File: config.mk
export PLATFORM = sky130hd
export DESIGN_NAME = snoop_initiator
export DESIGN_NICKNAME = d
export VERILOG_FILES = /design/src/rtl/snoop_pkg.sv /design/src/rtl/ariane_ace.sv /design/src/rtl/snoop_port_tracker.sv /design/src/rtl/snoop_initiator.sv
export SDC_FILE = /design/constraint.sdc
export NUM_CORES = 1
export LEC_CHECK = 0
export CORE_AREA = 2 2 194 196
export CTS_BUF_LIST = sky130_fd_sc_hd__clkbuf_4 sky130_fd_sc_hd__clkbuf_8 sky130_fd_sc_hd__clkbuf_16
export CTS_CLUSTER_SIZE = 16
export DETAILED_ROUTE_END_ITERATION = 12
export DIE_AREA = 0 0 196 198
export MAX_ROUTING_LAYER = met4
export PLACE_DENSITY = 0.72
export SYNTH_ARGS = -nofsm -noshare
export SYNTH_HDL_FRONTEND = slang
export SYNTH_SLANG_ARGS = --single-unit
File: constraint.sdc
create_clock -name clk_i -period 2.7 [get_ports clk_i]
set_input_delay 0.54 -clock clk_i [delete_from_list [all_inputs] [get_ports clk_i]]
set_output_delay 0.54 -clock clk_i [all_outputs]
set_load 0.02 [all_outputs]
File: src/rtl/snoop_pkg.sv
// Shared snoop types: AC snoop opcodes, CR response bits and the initiator FSM state.
// Also provides the lowest-set-index helper used to pick the data source port.
package snoop_pkg;

    typedef logic [3:0] acsnoop_t;

    localparam acsnoop_t READ_ONCE             = 4'h0;
    localparam acsnoop_t READ_SHARED           = 4'h1;
    localparam acsnoop_t READ_CLEAN            = 4'h2;
    localparam acsnoop_t READ_NOT_SHARED_DIRTY = 4'h3;
    localparam acsnoop_t READ_UNIQUE           = 4'h7;
    localparam acsnoop_t CLEAN_SHARED          = 4'h8;
    localparam acsnoop_t CLEAN_INVALID         = 4'h9;
    localparam acsnoop_t MAKE_INVALID          = 4'hD;

    typedef struct packed {
        logic wasUnique;
        logic isShared;
        logic passDirty;
        logic error;
        logic dataTransfer;
    } crresp_t;

    // Fields that are OR-merged across ports; wasUnique is not aggregated.
    localparam crresp_t CrMergeMask = 5'b01111;

    typedef enum logic [2:0] {
        IDLE,
        SEND_AC,
        WAIT_CR,
        RECV_CD,
        SEND_RESP
    } snoop_init_state_t;

    localparam int MaxPorts = 32;

    function automatic logic [4:0] lowest_set(input logic [MaxPorts-1:0] v);
        lowest_set = '0;
        for (int i = MaxPorts - 1; i >= 0; i--) begin
            if (v[i]) lowest_set = 5'(i);
        end
    endfunction

endpackage

File: src/rtl/ariane_ace.sv
// ACE snoop channel bundles (AC out, CR/CD in) between interconnect and dcache ports.
package ariane_ace;

    typedef struct packed {
        logic [63:0]          addr;
        snoop_pkg::acsnoop_t  snoop;
        logic [2:0]           prot;
    } ace_ac_chan_t;

    typedef struct packed {
        logic [63:0] data;
        logic        last;
    } ace_cd_chan_t;

    typedef struct packed {
        logic         ac_valid;
        ace_ac_chan_t ac;
        logic         cr_ready;
        logic         cd_ready;
    } snoop_req_t;

    typedef struct packed {
        logic               ac_ready;
        logic               cr_valid;
        snoop_pkg::crresp_t cr_resp;
        logic               cd_valid;
        ace_cd_chan_t       cd;
    } snoop_resp_t;

endpackage

File: src/rtl/snoop_port_tracker.sv
// Per-port snoop bookkeeping: target, AC/CR completion, CD pending and beat counter.
module snoop_port_tracker (
    input  logic clk_i,
    input  logic rst_ni,
    input  logic start_i,
    input  logic target_i,
    input  logic ac_phase_i,
    input  logic cr_phase_i,
    input  logic cd_phase_i,
    input  logic timeout_i,
    input  logic ac_ready_i,
    input  logic cr_valid_i,
    input  logic cr_dt_i,
    input  logic cd_valid_i,
    input  logic cd_last_i,
    output logic target_o,
    output logic ac_valid_o,
    output logic cr_ready_o,
    output logic cd_ready_o,
    output logic ac_done_o,
    output logic cr_done_o,
    output logic cd_pend_o,
    output logic cr_fire_o,
    output logic cd_fire_o,
    output logic beat_o,
    output logic cd_bad_o
);

    logic tgt_q, ac_done_q, cr_done_q, cd_pend_q, beat_q;
    logic cd_end;

    assign ac_valid_o = ac_phase_i & tgt_q & ~ac_done_q;
    assign cr_ready_o = cr_phase_i & tgt_q & ~cr_done_q;
    assign cd_ready_o = cd_phase_i & cd_pend_q;
    assign cr_fire_o  = cr_ready_o & cr_valid_i;
    assign cd_fire_o  = cd_ready_o & cd_valid_i;

    // A beat closes the port when it is the second one or claims last early.
    assign cd_end   = cd_fire_o & (cd_last_i | beat_q);
    assign cd_bad_o = cd_fire_o & (cd_last_i ^ beat_q);

    assign target_o  = tgt_q;
    assign ac_done_o = ac_done_q;
    assign cr_done_o = cr_done_q;
    assign cd_pend_o = cd_pend_q;
    assign beat_o    = beat_q;

    always_ff @(posedge clk_i or negedge rst_ni) begin
        if (!rst_ni) begin
            tgt_q     <= 1'b0;
            ac_done_q <= 1'b0;
            cr_done_q <= 1'b0;
            cd_pend_q <= 1'b0;
            beat_q    <= 1'b0;
        end else if (start_i) begin
            tgt_q     <= target_i;
            ac_done_q <= 1'b0;
            cr_done_q <= 1'b0;
            cd_pend_q <= 1'b0;
            beat_q    <= 1'b0;
        end else begin
            if (ac_valid_o & ac_ready_i) ac_done_q <= 1'b1;
            if (cr_fire_o | (timeout_i & tgt_q)) cr_done_q <= 1'b1;
            if (cr_fire_o & cr_dt_i) cd_pend_q <= 1'b1;
            else if (cd_end) cd_pend_q <= 1'b0;
            if (cd_fire_o) beat_q <= ~cd_end;
        end
    end

endmodule

File: src/rtl/snoop_initiator.sv
// ACE snoop initiator: broadcast AC, merge CR, collect one CD line, return one response.
// Optional CR watchdog enabled by defining SNOOP_INITIATOR_TIMEOUT_EN.
module snoop_initiator
    import snoop_pkg::*;
#(
    parameter  int NumPorts      = 2,
    parameter  int TimeoutCycles = 1024,
    localparam int SrcW          = (NumPorts > 1) ? $clog2(NumPorts) : 1
) (
    input  logic                                  clk_i,
    input  logic                                  rst_ni,
    input  logic                                  req_valid_i,
    output logic                                  req_ready_o,
    input  logic [63:0]                           req_addr_i,
    input  acsnoop_t                              req_snoop_i,
    input  logic [SrcW-1:0]                       req_src_i,
    output ariane_ace::snoop_req_t [NumPorts-1:0] snoop_req_o,
    input  ariane_ace::snoop_resp_t [NumPorts-1:0] snoop_resp_i,
    output logic                                  resp_valid_o,
    input  logic                                  resp_ready_i,
    output crresp_t                               resp_o,
    output logic [127:0]                          resp_data_o,
    output logic                                  busy_o
);

    snoop_init_state_t state_q, state_d;

    logic [63:0]     addr_q;
    acsnoop_t        snoop_q;
    crresp_t         resp_q, resp_d;
    logic [127:0]    data_q;
    logic [SrcW-1:0] dsrc_q;

    logic [NumPorts-1:0] tgt_mask, target, ac_valid, cr_ready, cd_ready;
    logic [NumPorts-1:0] ac_done, cr_done, cd_pend, cr_fire, cd_fire;
    logic [NumPorts-1:0] beat, cd_bad, pd_vec;
    logic start, timeout, ac_phase, cr_phase, cd_phase, pd_multi;
    crresp_t cr_or;

    assign tgt_mask = ~(NumPorts'(1) << req_src_i);
    assign ac_phase = (state_q == SEND_AC);
    assign cr_phase = (state_q == WAIT_CR);
    assign cd_phase = (state_q == RECV_CD);

    for (genvar i = 0; i < NumPorts; i++) begin : g_port
        snoop_port_tracker u_trk (
            .clk_i      (clk_i),
            .rst_ni     (rst_ni),
            .start_i    (start),
            .target_i   (tgt_mask[i]),
            .ac_phase_i (ac_phase),
            .cr_phase_i (cr_phase),
            .cd_phase_i (cd_phase),
            .timeout_i  (timeout),
            .ac_ready_i (snoop_resp_i[i].ac_ready),
            .cr_valid_i (snoop_resp_i[i].cr_valid),
            .cr_dt_i    (snoop_resp_i[i].cr_resp.dataTransfer),
            .cd_valid_i (snoop_resp_i[i].cd_valid),
            .cd_last_i  (snoop_resp_i[i].cd.last),
            .target_o   (target[i]),
            .ac_valid_o (ac_valid[i]),
            .cr_ready_o (cr_ready[i]),
            .cd_ready_o (cd_ready[i]),
            .ac_done_o  (ac_done[i]),
            .cr_done_o  (cr_done[i]),
            .cd_pend_o  (cd_pend[i]),
            .cr_fire_o  (cr_fire[i]),
            .cd_fire_o  (cd_fire[i]),
            .beat_o     (beat[i]),
            .cd_bad_o   (cd_bad[i])
        );
    end

    always_comb begin
        snoop_req_o = '0;
        for (int i = 0; i < NumPorts; i++) begin
            snoop_req_o[i].ac_valid = ac_valid[i];
            snoop_req_o[i].ac.addr  = addr_q;
            snoop_req_o[i].ac.snoop = snoop_q;
            snoop_req_o[i].ac.prot  = '0;
            snoop_req_o[i].cr_ready = cr_ready[i];
            snoop_req_o[i].cd_ready = cd_ready[i];
        end
    end

`ifdef SNOOP_INITIATOR_TIMEOUT_EN
    localparam int CntW = (TimeoutCycles > 2) ? $clog2(TimeoutCycles) : 1;
    logic [CntW-1:0] to_cnt_q;

    assign timeout = cr_phase && (cr_done != target) &&
                     (to_cnt_q == CntW'(TimeoutCycles - 1));

    always_ff @(posedge clk_i or negedge rst_ni) begin
        if (!rst_ni) begin
            to_cnt_q <= '0;
        end else if (!cr_phase || (|cr_fire) || timeout) begin
            to_cnt_q <= '0;
        end else begin
            to_cnt_q <= to_cnt_q + 1'b1;
        end
    end
`else
    assign timeout = 1'b0;
`endif

    // Dirty data handed over by two owners is a coherence violation.
    always_comb begin
        cr_or  = '0;
        pd_vec = '0;
        for (int i = 0; i < NumPorts; i++) begin
            if (cr_fire[i]) cr_or = cr_or | (snoop_resp_i[i].cr_resp & CrMergeMask);
            pd_vec[i] = cr_fire[i] & snoop_resp_i[i].cr_resp.passDirty;
        end
        pd_multi = ((pd_vec & (pd_vec - 1'b1)) != '0) || (resp_q.passDirty && (|pd_vec));
        resp_d = resp_q | cr_or;
        if (pd_multi || timeout || (|cd_bad)) resp_d.error = 1'b1;
    end

    always_comb begin
        state_d = state_q;
        start   = 1'b0;
        unique case (state_q)
            IDLE: begin
                if (req_valid_i) begin
                    start   = 1'b1;
                    state_d = (tgt_mask == '0) ? SEND_RESP : SEND_AC;
                end
            end
            SEND_AC: begin
                if (ac_done == target) state_d = WAIT_CR;
            end
            WAIT_CR: begin
                if (cr_done == target) state_d = (cd_pend != '0) ? RECV_CD : SEND_RESP;
            end
            RECV_CD: begin
                if (cd_pend == '0) state_d = SEND_RESP;
            end
            SEND_RESP: begin
                if (resp_ready_i) state_d = IDLE;
            end
            default: state_d = IDLE;
        endcase
    end

    always_ff @(posedge clk_i or negedge rst_ni) begin
        if (!rst_ni) begin
            state_q <= IDLE;
            addr_q  <= '0;
            snoop_q <= '0;
            resp_q  <= '0;
            data_q  <= '0;
            dsrc_q  <= '0;
        end else begin
            state_q <= state_d;
            if (start) begin
                addr_q  <= req_addr_i & ~64'hF;
                snoop_q <= req_snoop_i;
                resp_q  <= '0;
                data_q  <= '0;
            end else begin
                resp_q <= resp_d;
            end
            if (cr_phase && state_d == RECV_CD) begin
                dsrc_q <= SrcW'(lowest_set(MaxPorts'(cd_pend)));
            end
            if (cd_phase && cd_fire[dsrc_q]) begin
                if (beat[dsrc_q]) data_q[127:64] <= snoop_resp_i[dsrc_q].cd.data;
                else              data_q[63:0]   <= snoop_resp_i[dsrc_q].cd.data;
            end
        end
    end

    assign req_ready_o  = (state_q == IDLE);
    assign busy_o       = (state_q != IDLE);
    assign resp_valid_o = (state_q == SEND_RESP);
    assign resp_o       = resp_q;
    assign resp_data_o  = resp_q.dataTransfer ? data_q : '0;

endmodule

* After elaboration in Yosys (flattened, before gate mapping)
Cells that the tools add are included.
Operators by class: reduce and logical (&&, ||, !) cells 21, equality and inequality tests 7, order comparisons 1, muxes and demuxes 45, shift operators 1, add/subtract/negate cells 1, bitwise operators 38
Operator list (number):
- two-way mux 128 bit | 3
- two-way mux 65 bit | 2
- two-way mux 64 bit | 2
- two-way mux 1 bit | 27
- bitwise AND 1 bit | 24
- two-way mux 3 bit | 7
- nonzero test 2 bit | 8
- case mux 3 bit (5 select lines) | 1
- two-way mux 5 bit | 2
- == test 3 x 2 -> 1 bit, second input constant | 3
- nonzero test 3 bit | 3
- NOT 1 bit | 6
- OR 5 bit | 1
- == test 2 bit | 2
- logical NOT 2 bit | 2
- two-way mux 4 bit | 1
- OR 4 bit | 1
- OR reduction 2 bit | 2
- == test 3 x 1 -> 1 bit, second input constant | 1
- == test 3 bit, second input constant | 1
- logical AND 1 bit | 3
- logical NOT 3 bit | 1
- bitwise AND 2 bit | 1
- logical OR 1 bit | 2
- other kinds (6) | 8
Storage, ports and cells: output and inout port bits 284, logic and storage cells 134, flip-flop bits (word level) 211, input bits 219

* Longest topological paths before layout
Gate-level depths: netlist of run 1.
depth after elaboration 12, mapped depth 8, mapped depth without buffers 5

* Hierarchy
A second synthesis of run 1 with hierarchy kept.
Unflattened totals: cells, all modules 962, area, all modules 10860.4 um^2
By module, submodules not included:
- snoop_initiator | area an instance 10299.9 um^2, times used 1, seq. area each 5004.8 um^2, cells an instance 898
- snoop_port_tracker | area an instance 280.3 um^2, times used 2, seq. area each 125.1 um^2, cells an instance 32

* Worst setup path before layout of run 1
OpenSTA, ideal clock, no wires.
kind flip-flop to flip-flop, from reg state_q[1], to reg data_q[60], cell stages (with the launch flop) 8, data required time 2572 ps, clock period less this slack 2041 ps, path buffers 3, setup time 128 ps, arrival time 1912 ps, setup slack 659 ps, cells stage by stage dfrtp_1 buf_2 nor3_1 nand2_1 clkbuf_1 clkbuf_1 nand2_1 mux2i_1
On the way: elaborated cells on any way between the ends 13, those cells by class 1 x eq/ne; 6 x mux; 4 x bitwise; 2 x reduce/logical
RTL lines:
- start: declaration | line snoop_initiator.sv:26 | snoop_init_state_t state_q, state_d;
- start signal: assignment | line snoop_initiator.sv:154 | state_q <= state_d;
- logical NOT 3 bit *
- via req_ready_o | line snoop_initiator.sv:13 | output logic req_ready_o,
- two-way mux 1 bit * | line snoop_initiator.sv:122 | unique case (state_q)
- two-way mux 128 bit * | line snoop_initiator.sv:155 | if (start) begin
- two-way mux 64 bit | line snoop_initiator.sv:167 | if (beat[dsrc_q]) data_q[127:64] <= snoop_resp_i[dsrc_q].cd.data;
- two-way mux 128 bit * | line snoop_initiator.sv:166 | if (cd_phase && cd_fire[dsrc_q]) begin
- end signal: assignment | line snoop_initiator.sv:168 | else data_q[63:0] <= snoop_resp_i[dsrc_q].cd.data;
- end: declaration | line snoop_initiator.sv:31 | logic [127:0] data_q;
Mark *: on every way through the listed nets, which the timed path passes. The rest lies on a longest branch. The select of a mux whose other input is x is not followed. A chain may end at the register's enable or synchronous reset.

* Final worst setup path of run 1
from reg state_q[1], to out busy_o
On the way: word-level cells in the longest chain between the ends 1
Ends and longest elaborated chain:
- nonzero test 3 bit | line snoop_initiator.sv:174 | assign busy_o = (state_q != IDLE);
- end: declaration | line snoop_initiator.sv:23 | output logic busy_o
No other way between the ends.

==> results of run 1 <==
-- critical path: stages (launching register included) --
cell	delay, ns
dfrtp_1	0.40
buf_4	0.17
nor3_2	0.20
buf_4	0.18
inv_1	0.04
clkdlybuf4s50_1	0.53
-- area by class of cell --
class	count	area (um2)	area share, %
multi-input cells	733	4520	27.7
clock inverters	9	75.1	0.461
flip-flops and latches	210	5260	32.3
repair buffers	504	5120	31.4
clock buffers	33	698	4.29
well taps	474	593	3.64
inverters	7	26.3	0.161
-- kinds of logic after synthesis --
family	synth area share [%]
adder cells (fa/ha/maj)	0.232
AO/OA/AOI/OAI	1.80
buffers and inverters	10.3
flip-flops	48.7
XOR/XNOR	0.325
AND/OR/NAND/NOR	20.8
other	0.0348
multiplexers	17.8
-- routing by layer --
layer	GRT usage [%]	vias to the layer above	part of all wire (%)
li1	-	4192	-
met1	19.3	4149	40
met2	29.2	334	51
met3	3.29	42	6.7
met5	-	-	0
met4	4.21	0	2.2
-- path summary, 6_finish.rpt --
kind	start	to	slack [ns]	cells after the start
max	state_q[1]	busy_o	0.12	5
min	rst_ni	addr_q[59]	0.02	1
max reg2reg	state_q[2]	data_q[88]	0.57	6
min reg2reg	addr_q[56]	addr_q[56]	0.50	2
max in group asynchronous	rst_ni	data_q[66]	1.92	2
min in group clk_i	addr_q[56]	addr_q[56]	0.50	2
-- placed cells by master, fill, tap and decap left out, types with 2 or more instances in the layout --
cell type | Yosys | routed
buf_4 | 87 | 11
buf_12 | 7 | 9
and3_1 | 2 | 2
ha_1 | 2 | 2
clkinvlp_4 | 0 | 2
clkinv_2 | 0 | 6
clkbuf_16 | 0 | 25
dfrtp_1 | 210 | 208
and2_1 | 129 | 128
o21ai_0 | 4 | 4
and4b_1 | 4 | 4
nand2_1 | 333 | 332
conb_1 | 1 | 15
clkbuf_8 | 0 | 2
clkdlybuf4s50_1 | 0 | 472
nand3_1 | 2 | 2
buf_8 | 0 | 2
buf_6 | 7 | 2
inv_1 | 7 | 7
nor2_1 | 11 | 11
dlygate4sd2_1 | 0 | 5
a21oi_1 | 11 | 11
mux2i_1 | 192 | 192
xor2_1 | 4 | 4
nor3b_2 | 0 | 2
clkbuf_4 | 0 | 6
dlymetal6s2s_1 | 0 | 3
nor3b_1 | 4 | 2
-- power by group through the flow --
stage	clock (W)	sequential (W)	combinational (W)
floorplan	0	0.00475	0.00276
global placement	0	0.00434	0.00543
detailed placement	0	0.00433	0.00550
CTS	0.00330	0.00432	0.00551
global route	0.00345	0.00441	0.00580
finish	0.00319	0.00431	0.00543
-- registers in the layout (all words and copies together), names as in the netlist --
name and flops:
addr_q 60, g_port.u_trk.cd_pend_o 2, data_q 128, snoop_q 4
dsrc_q 1, g_port.u_trk.ac_done_o 2, g_port.u_trk.beat_o 2, resp_o 4
state_q 3, g_port.u_trk.target_o 2, g_port.u_trk.cr_done_o 2
-- per-stage QoR --
stage	setup slack, ns	instances	total power (W)	hold WS [ns]
final	0.118	1970	0.0129	0.0205
after global routing	0.00109	1970	0.0137	0.0519
after CTS	0.00743	1970	0.0131	0.0246
after detailed placement	0.209	1928	0.00983	0.493
after global placement	0.239	1928	0.00978	0.486
after floorplan	0.659	1105	0.00751	0.244
==> impl_summary.txt, run 1 <==
----------------------------------------------------
[Run status]
  Status ... complete, no violations

[Yosys]
  Top cells by area, synth ... dfrtp_1, mux2i_1, nand2_1
  YS warnings ... 0
  Most common cell in the netlist ... nand2_1
  Yosys top cell area share ... 48.7%
  Sequential area share after synthesis ... 48.7%
  Synth Area per Inst ... 9.89 um2
  Gate count of the mapped netlist ... 1,091
  Ys async rst share ... 100%
  Number of flops mapped to enable cells by yosys ... 0
  Most frequent cells after synthesis ... nand2_1, dfrtp_1, mux2i_1
  Cell area after synthesis ... 0.0108 mm2
  Cell type with the largest total area after synthesis ... dfrtp_1
  Number of unique standard cell types used by synthesis ... 39
  Register bit total from synthesis ... 210
  Most instantiated flip-flop cell in the synthesis netlist ... dfrtp_1

[Timing]
  Setup repair after global routing missed its margin ... no
  Post-layout minimum cycle time ... 2.58 ns
  Final Skew ... 0.00914 ns
  TNS Setup ... 0 ns
  Final Setup Violations ... 0
  Max frequency ... 387 MHz
  Worst slew slack as a fraction of its limit ... 57.1%
  Slew @ Worst Pin ... 0.644 ns
  Slew Viols, Final ... 0
  Share of the clock period used by the worst path after layout ... 95.6%
  Hold violation count in the final report ... 0

[Power]
  Net Switching ... 0.00483 W
  Leakage component of the power ... 7.46 nW
  Fraction of power consumed by sequential logic ... 33.3%
  Power share of the clock group ... 24.7%
  Combinational power share ... 42.0%
  Internal ... 0.00809 W
  Maximum resistive drop on vdd ... 0.698 mV
  Total power density per cell area ... 793 mW/mm2
  Net switching share of the total power ... 37.4%

[Finish]
  Final design utilization ... 44.1%
  Fraction of layout cells with a size suffix above 1 ... 5.28%
  Number of fillers in the final layout ... 3,556
  Diode count ... 0
  Post-route cell area ... 0.0163 mm2
  Growth of design area from synthesis to finish ... 51.0%
  Number of nets in the layout ... 1,701

[Clocking]
  H-tree depth reported by CTS ... 1
  Post-CTS resize count ... 10
  CTS tree ... built
  Clock latency at the later pin of the worst-skew pair ... 0.51 ns
  Clock buffers created by TritonCTS ... 24
  Quantity of hold-fixing buffers added after cts ... 0
  Worst-case clock buffer depth ... 3
  CTS root buf ... clkbuf_16
  Setup bufs post-CTS ... 0
  Clock slew seen by the registers of the worst setup and hold paths ... 0.06 ns
  CTS sink cnt ... 210

[Routing]
  WL final ... 32.5 mm
  Number of violations reported at the end of detailed-routing iteration 0 ... 302
  Overall via count from detail_route ... 8,717
  DRC violation count after routing ... 0
  Wire length per cell after detailed routing ... 16.5 um
  Post-DRT Antenna Nets ... 0
  Routed vias/inst ... 4.42
  First-pass detailed-route iteration total ... 4

[Setup path]
  Critical-path maximum fanout ... 8
  Crit. End Element ... output port
  Worst EP arrival ... 2.04 ns
  CP required ... 2.16 ns
  Nature of the critical path startpoint ... flip-flop
  Worst setup path category ... reg -> out

[Place]
  RePlAce Congestion ... 0.806
  Input/output buffers ... 481
  Placed cell area ... 0.0155 mm2
  Final HPWL DP ... 24.0 mm

[Global routing]
  Congestion Overflow GR ... 0
  Via count of the first global-routing pass ... 9,045
  Global-route wire length before repair ... 49.6 mm
  Largest net degree at the start of global routing ... 95
  Number of antenna violations at the first check in global routing ... 0
  Tot GR Track Use ... 16.5%

[Floorplan]
  Die X-Extent ... 196 um
  Starting density of the core ... 29.2%
  Die Span Y ... 198 um
  Floorplan core area ... 0.0370 mm2
  Number of top-level design ports ... 503
  Cell Rows ... 71
  Full die area ... 0.0388 mm2

[Hold path]
  Worst hold-check path type ... in -> async

[Job]
  Max capacitance violation total ... 0

----------------------------------------------------
Power figures use the tool's default switching activity.
==> run 2, diff against run 1 <==
--- a/config.mk
+++ b/config.mk
@@ -5,6 +5,7 @@
 export SDC_FILE = /design/constraint.sdc
 export NUM_CORES = 1
 export LEC_CHECK = 0
+export ABC_CLOCK_PERIOD_IN_PS = 2700
 export CORE_AREA = 2 2 194 196
 export CTS_BUF_LIST = sky130_fd_sc_hd__clkbuf_4 sky130_fd_sc_hd__clkbuf_8 sky130_fd_sc_hd__clkbuf_16
 export CTS_CLUSTER_SIZE = 16
==> results of run 2 <==
No change in the layout: final DEF, timing and power equal those of run 1.
